==> config.mk <==
export PLATFORM = sky130hd
export DESIGN_NAME = mcu_spi_select
export DESIGN_NICKNAME = d
export VERILOG_FILES = /design/src/rtl/mcu_spi_select.sv
export SDC_FILE = /design/constraint.sdc
export NUM_CORES = 1
export LEC_CHECK = 0
export CORE_AREA = 4 4 45 47
export DETAILED_ROUTE_END_ITERATION = 8
export DIE_AREA = 0 0 49 51
export PLACE_DENSITY = 0.63
export SYNTH_ARGS = -nofsm -noshare
export SYNTH_HDL_FRONTEND = slang
export SYNTH_SLANG_ARGS = --single-unit
export TNS_END_PERCENT = 50
==> constraint.sdc <==
create_clock -name clk32 -period 1.25 [get_ports clk32]
set_input_delay 0.125 -clock clk32 [delete_from_list [all_inputs] [get_ports clk32]]
set_output_delay 0.125 -clock clk32 [all_outputs]
set_load 0.02 [all_outputs]
==> src/rtl/mcu_spi_select.sv <==
// rtl/mcu_spi_select.sv - N-way MCU SPI source selector with debounce, guard cycle, lock and idle revert
// Switching happens only between transactions; the decision uses synchronised csn and the guard cycle hides the late view.
module mcu_spi_select #(
    parameter int N_SRC        = 2,
    parameter int DEFAULT_SRC  = 0,
    parameter int SYNC_STAGES  = 2,
    parameter int DEBOUNCE     = 4,
    parameter int STICKY       = 1,
    parameter int IDLE_TIMEOUT = 32000000,
    localparam int AW          = (N_SRC > 1) ? $clog2(N_SRC) : 1
) (
    input  logic             clk32,
    input  logic             reset_n,
    input  logic [N_SRC-1:0] src_sclk,
    input  logic [N_SRC-1:0] src_csn,
    input  logic [N_SRC-1:0] src_mosi,
    input  logic             lock,
    output logic             mcu_sclk,
    output logic             mcu_csn,
    output logic             mcu_mosi,
    output logic [AW-1:0]    active_src,
    output logic             switched
);

    localparam int DW = $clog2(DEBOUNCE + 1);
    localparam int TW = $clog2(IDLE_TIMEOUT + 1);

    typedef enum logic [1:0] {S_IDLE, S_BUSY, S_GUARD} state_e;

    state_e           state_q, state_d;
    logic [AW-1:0]    active_q, active_d;
    logic             switched_q, switched_d;
    logic [TW-1:0]    idle_q, idle_d;
    logic [N_SRC-1:0] sync_q [SYNC_STAGES];
    logic [DW-1:0]    cnt_q [N_SRC];
    logic [N_SRC-1:0] cs_s;
    logic [N_SRC-1:0] qual;
    logic [AW-1:0]    pick;
    logic             any_qual;
    logic             cs_act;
    logic             idle_hit;
    logic             not_default;

    assign cs_s = sync_q[SYNC_STAGES-1];

    // Synchronisers preset high so no source looks selected out of reset.
    always_ff @(posedge clk32 or negedge reset_n) begin
        if (!reset_n) begin
            for (int s = 0; s < SYNC_STAGES; s++) sync_q[s] <= '1;
        end else begin
            sync_q[0] <= src_csn;
            for (int s = 1; s < SYNC_STAGES; s++) sync_q[s] <= sync_q[s-1];
        end
    end

    always_ff @(posedge clk32 or negedge reset_n) begin
        if (!reset_n) begin
            for (int i = 0; i < N_SRC; i++) cnt_q[i] <= '0;
        end else begin
            for (int i = 0; i < N_SRC; i++) begin
                if (cs_s[i])
                    cnt_q[i] <= '0;
                else if (cnt_q[i] != DW'(DEBOUNCE))
                    cnt_q[i] <= cnt_q[i] + 1'b1;
            end
        end
    end

    always_comb begin
        qual = '0;
        pick = '0;
        for (int i = 0; i < N_SRC; i++)
            qual[i] = (cnt_q[i] == DW'(DEBOUNCE)) && (AW'(i) != active_q);
        // Descending scan so the lowest qualifying index wins.
        for (int i = N_SRC - 1; i >= 0; i--)
            if (qual[i]) pick = AW'(i);
    end

    assign any_qual    = |qual;
    assign cs_act      = cs_s[active_q];
    assign idle_hit    = (idle_q == TW'(IDLE_TIMEOUT));
    assign not_default = (active_q != AW'(DEFAULT_SRC));

    always_comb begin
        state_d    = state_q;
        active_d   = active_q;
        switched_d = 1'b0;
        idle_d     = idle_q;
        case (state_q)
            S_IDLE: begin
                if (!lock && any_qual) begin
                    state_d    = S_GUARD;
                    active_d   = pick;
                    switched_d = 1'b1;
                end else if (STICKY == 0 && !lock && not_default && idle_hit) begin
                    state_d    = S_GUARD;
                    active_d   = AW'(DEFAULT_SRC);
                    switched_d = 1'b1;
                end else if (!cs_act) begin
                    state_d = S_BUSY;
                end
                if (lock || switched_d)
                    idle_d = '0;
                else if (cs_act && not_default && !idle_hit)
                    idle_d = idle_q + 1'b1;
            end
            S_BUSY: begin
                idle_d = '0;
                if (cs_act) state_d = S_IDLE;
            end
            S_GUARD: begin
                idle_d  = '0;
                state_d = cs_act ? S_IDLE : S_BUSY;
            end
            default: begin
                idle_d  = '0;
                state_d = S_IDLE;
            end
        endcase
    end

    always_ff @(posedge clk32 or negedge reset_n) begin
        if (!reset_n) begin
            state_q    <= S_IDLE;
            active_q   <= AW'(DEFAULT_SRC);
            switched_q <= 1'b0;
            idle_q     <= '0;
        end else begin
            state_q    <= state_d;
            active_q   <= active_d;
            switched_q <= switched_d;
            idle_q     <= idle_d;
        end
    end

    assign mcu_sclk   = src_sclk[active_q];
    assign mcu_mosi   = src_mosi[active_q];
    assign mcu_csn    = (state_q == S_GUARD) | src_csn[active_q];
    assign active_src = active_q;
    assign switched   = switched_q;

endmodule

==> reports/metrics.yaml, run 1 <==
ys_top_cells_by_count: "dfrtp_1 (10), nor2_1 (7), nand2_1 (6)"
critPathKind: "reg2out"
io_buffers: 13
drc_errors: 0
relSlewSlack_pct: 74.74
drt_wl_total_um: 1160
finalCriticalPeriod_ns: 1.370
cts.sinks: 14
async_flop_share_pct: 100.0
seqPwrFrac_pct: 42.6
fin_cells: 95
fin_ws_ns: -0.1202
via_count: 465
cp.arrival_ns: 1.25
hold_viol_final: 0
clkLatencyLatePin_ns: 0.27
syn_avg_cell_area_um2: 11.19
start_kind: "register"
whs_ns: 0.1284
grt_use_met3_pct: 2.915
crit_path_max_incr_delay_ns: 0.46
layout-drive-gt1-share_pct: 29.49
dr.first_iter.drc_count: 3
synth_edf_count: 0
die_height_um: 51
synth_area_um2: 638.1
nets: 92
ys_top_cells_by_area: "dfrtp_1 (39%), dfstp_2 (16%), ha_1 (7.8%), nor2_1 (4.1%), nand2_1 (3.5%)"
tightest_slew_ns: 0.3777
n_antenna_cell: 0
grt_usage_pct: 10.83
grt_pass1_wl_um: 2097
overflow: 0
worstPathMaxFanout: 5
ios: 14
grt_pass1_vias: 481
powerDensity_mw_per_mm2: 1611
synth_cells: 57
p_comb_share_pct: 34.2
yosys_register_bits: 14
final_min_period_over_clock_period_pct: 109.6
required_ns: 1.12
ys_warn_count: 0
ys_seq_area_share_pct: 55.69
coreArea_mm2: 0.001652
start_util_pct: 38.64
grt_max_degree: 10
r2r_slack_ns: 0
place_ws_ns: -0.2630
cap_violations: 0
use_met2_pct: 18.26
synth_top_area_share_pct: 39.22
synth_ff_type: "dfrtp_1"
cp_slowest_cell: "dfrtp_2"
sw_frac_of_total_pct: 30.69
clockBufferDepth: 2
clockRootBuffer: "clkbuf_4"
dieArea_mm2: 0.002499
finalInstanceArea_um2: 858.3
post-place-cells: 90
grtUsageMet1_pct: 12.04
clock.fmax_mhz: 729.8
ant_nets: 0
status: "finished, violations left"
setup-violations-final: 3
p_switching_w: 0.0004243
drtPass1Iterations: 3
globalplace.congestion: 0.6932
fill_cells: 160
busiest_layer: "met2"
p_int_w: 0.0009583
die_x_um: 49
p_clk_share_pct: 23.2
detail_route.vias_per_cell: 4.895
slew_violations: 0
wire_per_inst_um: 12.21
htree_levels: 1
vdd.ir_drop.worst_mv: 0.7366
power_leakage_nw: 0.3858
dp_hpwl_um: 936.9
numCtsBuffers: 3
place_area_um2: 808.3
hold_class: "in2async"
synth_fp_nets: 70
skew_ns: 0.0004047
antenna_found_initial: 0
violations: "setup timing"
endpoint_kind: "output port"
clk_pin_slew_worst_paths_ns: 0.08
syn_to_final_growth_pct: 34.51
yosysMostFrequentCell: "dfrtp_1"
cts_tree: "done"
rows: 15
yosysUniqueCellTypes: 21
synth_top_area_cell: "dfrtp_1"
rsz0062_at_grt: "yes"
path_cells: "buf_6 -> mux2i_1 -> o21ai_1 -> buf_4"
cells by family after synthesis:
logic type                 Yosys count  share of synthesized area [%]
DFF                                 14                          55.69
adders and majority gates            4                          7.843
buffers and inverters                6                          4.706
AOI/OAI and AO/OA                    7                          7.058
and+or+nand+nor                     20                          14.51
muxes                                4                          7.450
xor gates and xnor gates             2                          2.746
final cells by class:
| type | instances | area, µm² | area share, % |
|---|---|---|---|
| Clock buffer | 4 | 36.28 | 4.227 |
| Sequential cell | 14 | 356.6 | 41.55 |
| Inverter | 5 | 18.77 | 2.187 |
| Timing Repair Buffer | 18 | 162.7 | 18.95 |
| Tap cell | 17 | 21.27 | 2.478 |
| Multi-Input combinational cell | 37 | 262.8 | 30.61 |
state kept, by name, indices dropped and copies added, names as in the netlist:
register    cells
active_src      1
cnt_q           6
cs_s            2
state_q         2
switched        1
sync_q          2
cell usage in the layout, fill, tap and decap left out:
| master | count |
|---|---|
| a211oi_2 | 1 |
| a21oi_1 | 3 |
| a21oi_2 | 1 |
| buf_2 | 1 |
| buf_4 | 5 |
| buf_6 | 2 |
| clkbuf_4 | 3 |
| clkbuf_8 | 1 |
| clkdlybuf4s50_1 | 8 |
| dfrtp_1 | 9 |
| dfrtp_2 | 1 |
| dfstp_2 | 4 |
| dlygate4sd2_1 | 2 |
| ha_1 | 4 |
| inv_1 | 5 |
| mux2_1 | 1 |
| mux2_2 | 1 |
| mux2_4 | 1 |
| mux2i_1 | 1 |
| nand2_1 | 6 |
| nand3_1 | 2 |
| nand3_2 | 1 |
| nand3b_1 | 1 |
| nor2_1 | 7 |
| nor3_1 | 2 |
| o21ai_1 | 1 |
| o22a_1 | 1 |
| or3_4 | 1 |
| xnor2_1 | 2 |
power groups by stage:
stage          Clock [W]  Combinational [W]  Sequential, W
6_report        0.000321           0.000473       0.000589
5_1_grt         0.000350           0.000519       0.000602
4_1_cts         0.000330           0.000458       0.000586
3_5_place_dp           0           0.000446       0.000597
3_3_place_gp           0           0.000437       0.000593
2_1_floorplan          0           0.000274       0.000588
through the flow:
step | total power [W] | util (%) | setup TNS (ns)
floorplan | 0.0008622 | - | 0
global placement | 0.001030 | 48.94 | -0.7359
detailed placement | 0.001043 | 48.94 | -0.7703
CTS | 0.001374 | 51.29 | -0.2947
global route | 0.001471 | 51.97 | -0.5435
finish | 0.001383 | 51.97 | -0.2642
worst max-delay path: cells and delay by family, from the launching register on:
kind / cells / cell delay [ns]
compound gates: 1 / 0.08
flops: 1 / 0.46
mux: 1 / 0.15
buf+inv: 2 / 0.29
timing repair:
item	CTS	global route
cloned	0	0
hold endpoints to repair	0	0
hold buffers	0	0
buffers inserted	1	0
gates resized for setup	20	3
setup endpoints to repair	6	5
pin swaps	0	0
path summary, 6_finish.rpt:
| check | start | endpoint | depth (start not counted) |
|---|---|---|---|
| worst min register to register | sync_q[2] | cs_s[0] | 0 |
| worst min-delay path | reset_n | cnt_q[3] | 1 |
| worst max register to register | state_q[0] | state_q[0] | 4 |
| max in group asynchronous | reset_n | active_src | 2 |
| min in group clk32 | src_csn[1] | sync_q[3] | 1 |
| worst max-delay path | active_src | mcu_csn | 4 |
layer usage:
metal / share of wire (%) / wire (µm)
met1: 41 / 481
met2: 51 / 587
met3: 6.6 / 77
met5: 0 / 0
met4: 1.2 / 14
Power figures use the tool's default switching activity.
==> inputs of run 2 (changes only) <==
CAP_MARGIN = 20   (was unset)
TNS_END_PERCENT = 30   (was 50)
==> reports/metrics.yaml, run 2 (same netlist as run 1, synthesis figures left out) <==
r2r_cells: 4  # unchanged
rsz0062_at_grt: "yes"
cts.sinks: 14  # unchanged
setup-violations-final: 4  # +1
slew_violations: 0  # unchanged
grt_pass1_vias: 479  # -0.42%
htree_levels: 1  # unchanged
tightest_slew_ns: 0.3777  # unchanged
dr.first_iter.drc_count: 2  # -1
power_leakage_nw: 0.3971  # +2.9%
required_ns: 1.12  # about the same
die_height_um: 51  # unchanged
skew_ns: 0.0005494  # +0.0001447 ns
vdd.ir_drop.worst_mv: 0.7379  # +0.18%
fin_total_pwr_w: 0.001434  # +3.7%
coreArea_mm2: 0.001652  # unchanged
dp_hpwl_um: 936.9  # unchanged
start_kind: "register"
start_util_pct: 38.64  # unchanged
layout_common_cells: "dfrtp_1 (9), clkdlybuf4s50_1 (8), nor2_1 (7)"
clockBufferDepth: 2  # unchanged
hold_class: "in2async"
wire_per_inst_um: 12.17  # -0.36%
final_min_period_over_clock_period_pct: 111.9  # +2.2 points
drtPass1Iterations: 3  # unchanged
grt_usage_pct: 10.77  # -0.062 points
tns_ns: -0.3377  # -0.07349 ns
hold_buffers: 0  # unchanged
clkLatencyLatePin_ns: 0.27  # about the same
status: "finished, violations left"
largest_register_ffs: 6  # unchanged
detail_route.vias_per_cell: 4.875  # -0.40%
fin_util_pct: 53.11  # +1.1 points
syn_to_final_growth_pct: 37.45
relSlewSlack_pct: 74.74  # unchanged
ant_nets: 0  # unchanged
nets: 93  # +1.1%
clk_pin_slew_worst_paths_ns: 0.08  # about the same
globalplace.congestion: 0.6932  # unchanged
numCtsBuffers: 3  # unchanged
powerDensity_mw_per_mm2: 1635  # +1.5%
die_x_um: 49  # unchanged
place_ws_ns: -0.2630  # unchanged
cap_violations: 0  # unchanged
grt_pass1_wl_um: 2090  # -0.33%
endpoint_kind: "output port"
rows: 15  # unchanged
finalInstanceArea_um2: 877.1  # +2.2%
dieArea_mm2: 0.002499  # unchanged
clockRootBuffer: "clkbuf_4"
place_area_um2: 808.3  # unchanged
fin_ws_ns: -0.1482  # -0.02799 ns
layout-drive-gt1-share_pct: 31.65  # +2.2 points
top_register: "cnt_q"
via_count: 468  # +0.65%
finalCriticalPeriod_ns: 1.398  # +0.02799 ns
drt_wl_total_um: 1168  # +0.69%
critPathKind: "reg2out"
grt_max_degree: 10  # unchanged
drc_errors: 0  # unchanged
clock.fmax_mhz: 715.2  # -2.0%
io_buffers: 13  # unchanged
hold_viol_final: 0  # unchanged
ios: 14  # unchanged
violations: "setup timing"
cts_tree: "done"
final_common_cell: "dfrtp_1"
cp.arrival_ns: 1.27  # +0.02 ns
overflow: 0  # unchanged
worstPathMaxFanout: 4  # -1
antenna_found_initial: 0  # unchanged
n_antenna_cell: 0  # unchanged
run 2: cell type report:
class                           instances  area, µm²
Fill cell                             159      774.5
Timing Repair Buffer                   19      177.7
Clock buffer                            4      36.28
Inverter                                5      18.77
Tap cell                               17      21.27
Sequential cell                        14      356.6
Multi-Input combinational cell         37      266.5
run 2: layer usage:
layer | part of all wire [%] | global-route usage (%)
met5 | 0 | 0
met4 | 1.2 | 6.726
met3 | 6.4 | 2.915
met2 | 51 | 18.04
met1 | 41 | 12.04
run 2: worst paths after layout:
check                           startpoint         end  slack, ns
max in group asynchronous          reset_n  active_src       0.69
min in group clk32              src_csn[1]   sync_q[3]       0.28
worst max-delay path            active_src    mcu_sclk      -0.15
worst min-delay path               reset_n    cnt_q[3]       0.13
worst max register to register  state_q[0]  state_q[0]          0
worst min register to register   sync_q[2]     cs_s[0]       0.36
run 2: repair_timing:
item | CTS | global route
resized for setup | 14 | 12
endpoints found under the setup margin | 6 | 5
buffers inserted | 0 | 2
run 2: report_power, final:
group          switching, W  total [W]  internal [W]
Clock              0.000143   0.000320      0.000177
Combinational      0.000222   0.000527      0.000304
Sequential        0.0000659   0.000587      0.000521
run 2: critical path, stage by stage (launching register included):
cell and delay (ns):
dfrtp_2 0.45, buf_6 0.13, mux2_4 0.29, buf_6 0.13
run 2: metrics by stage:
| stage | cells | hold slack [ns] |
|---|---|---|
| after floorplan | 57 | -0.1706 |
| after global placement | 90 | 0.3459 |
| after detailed placement | 90 | 0.3469 |
| after CTS | 94 | 0.1284 |
| after global routing | 96 | 0.1418 |
| final | 96 | 0.1284 |
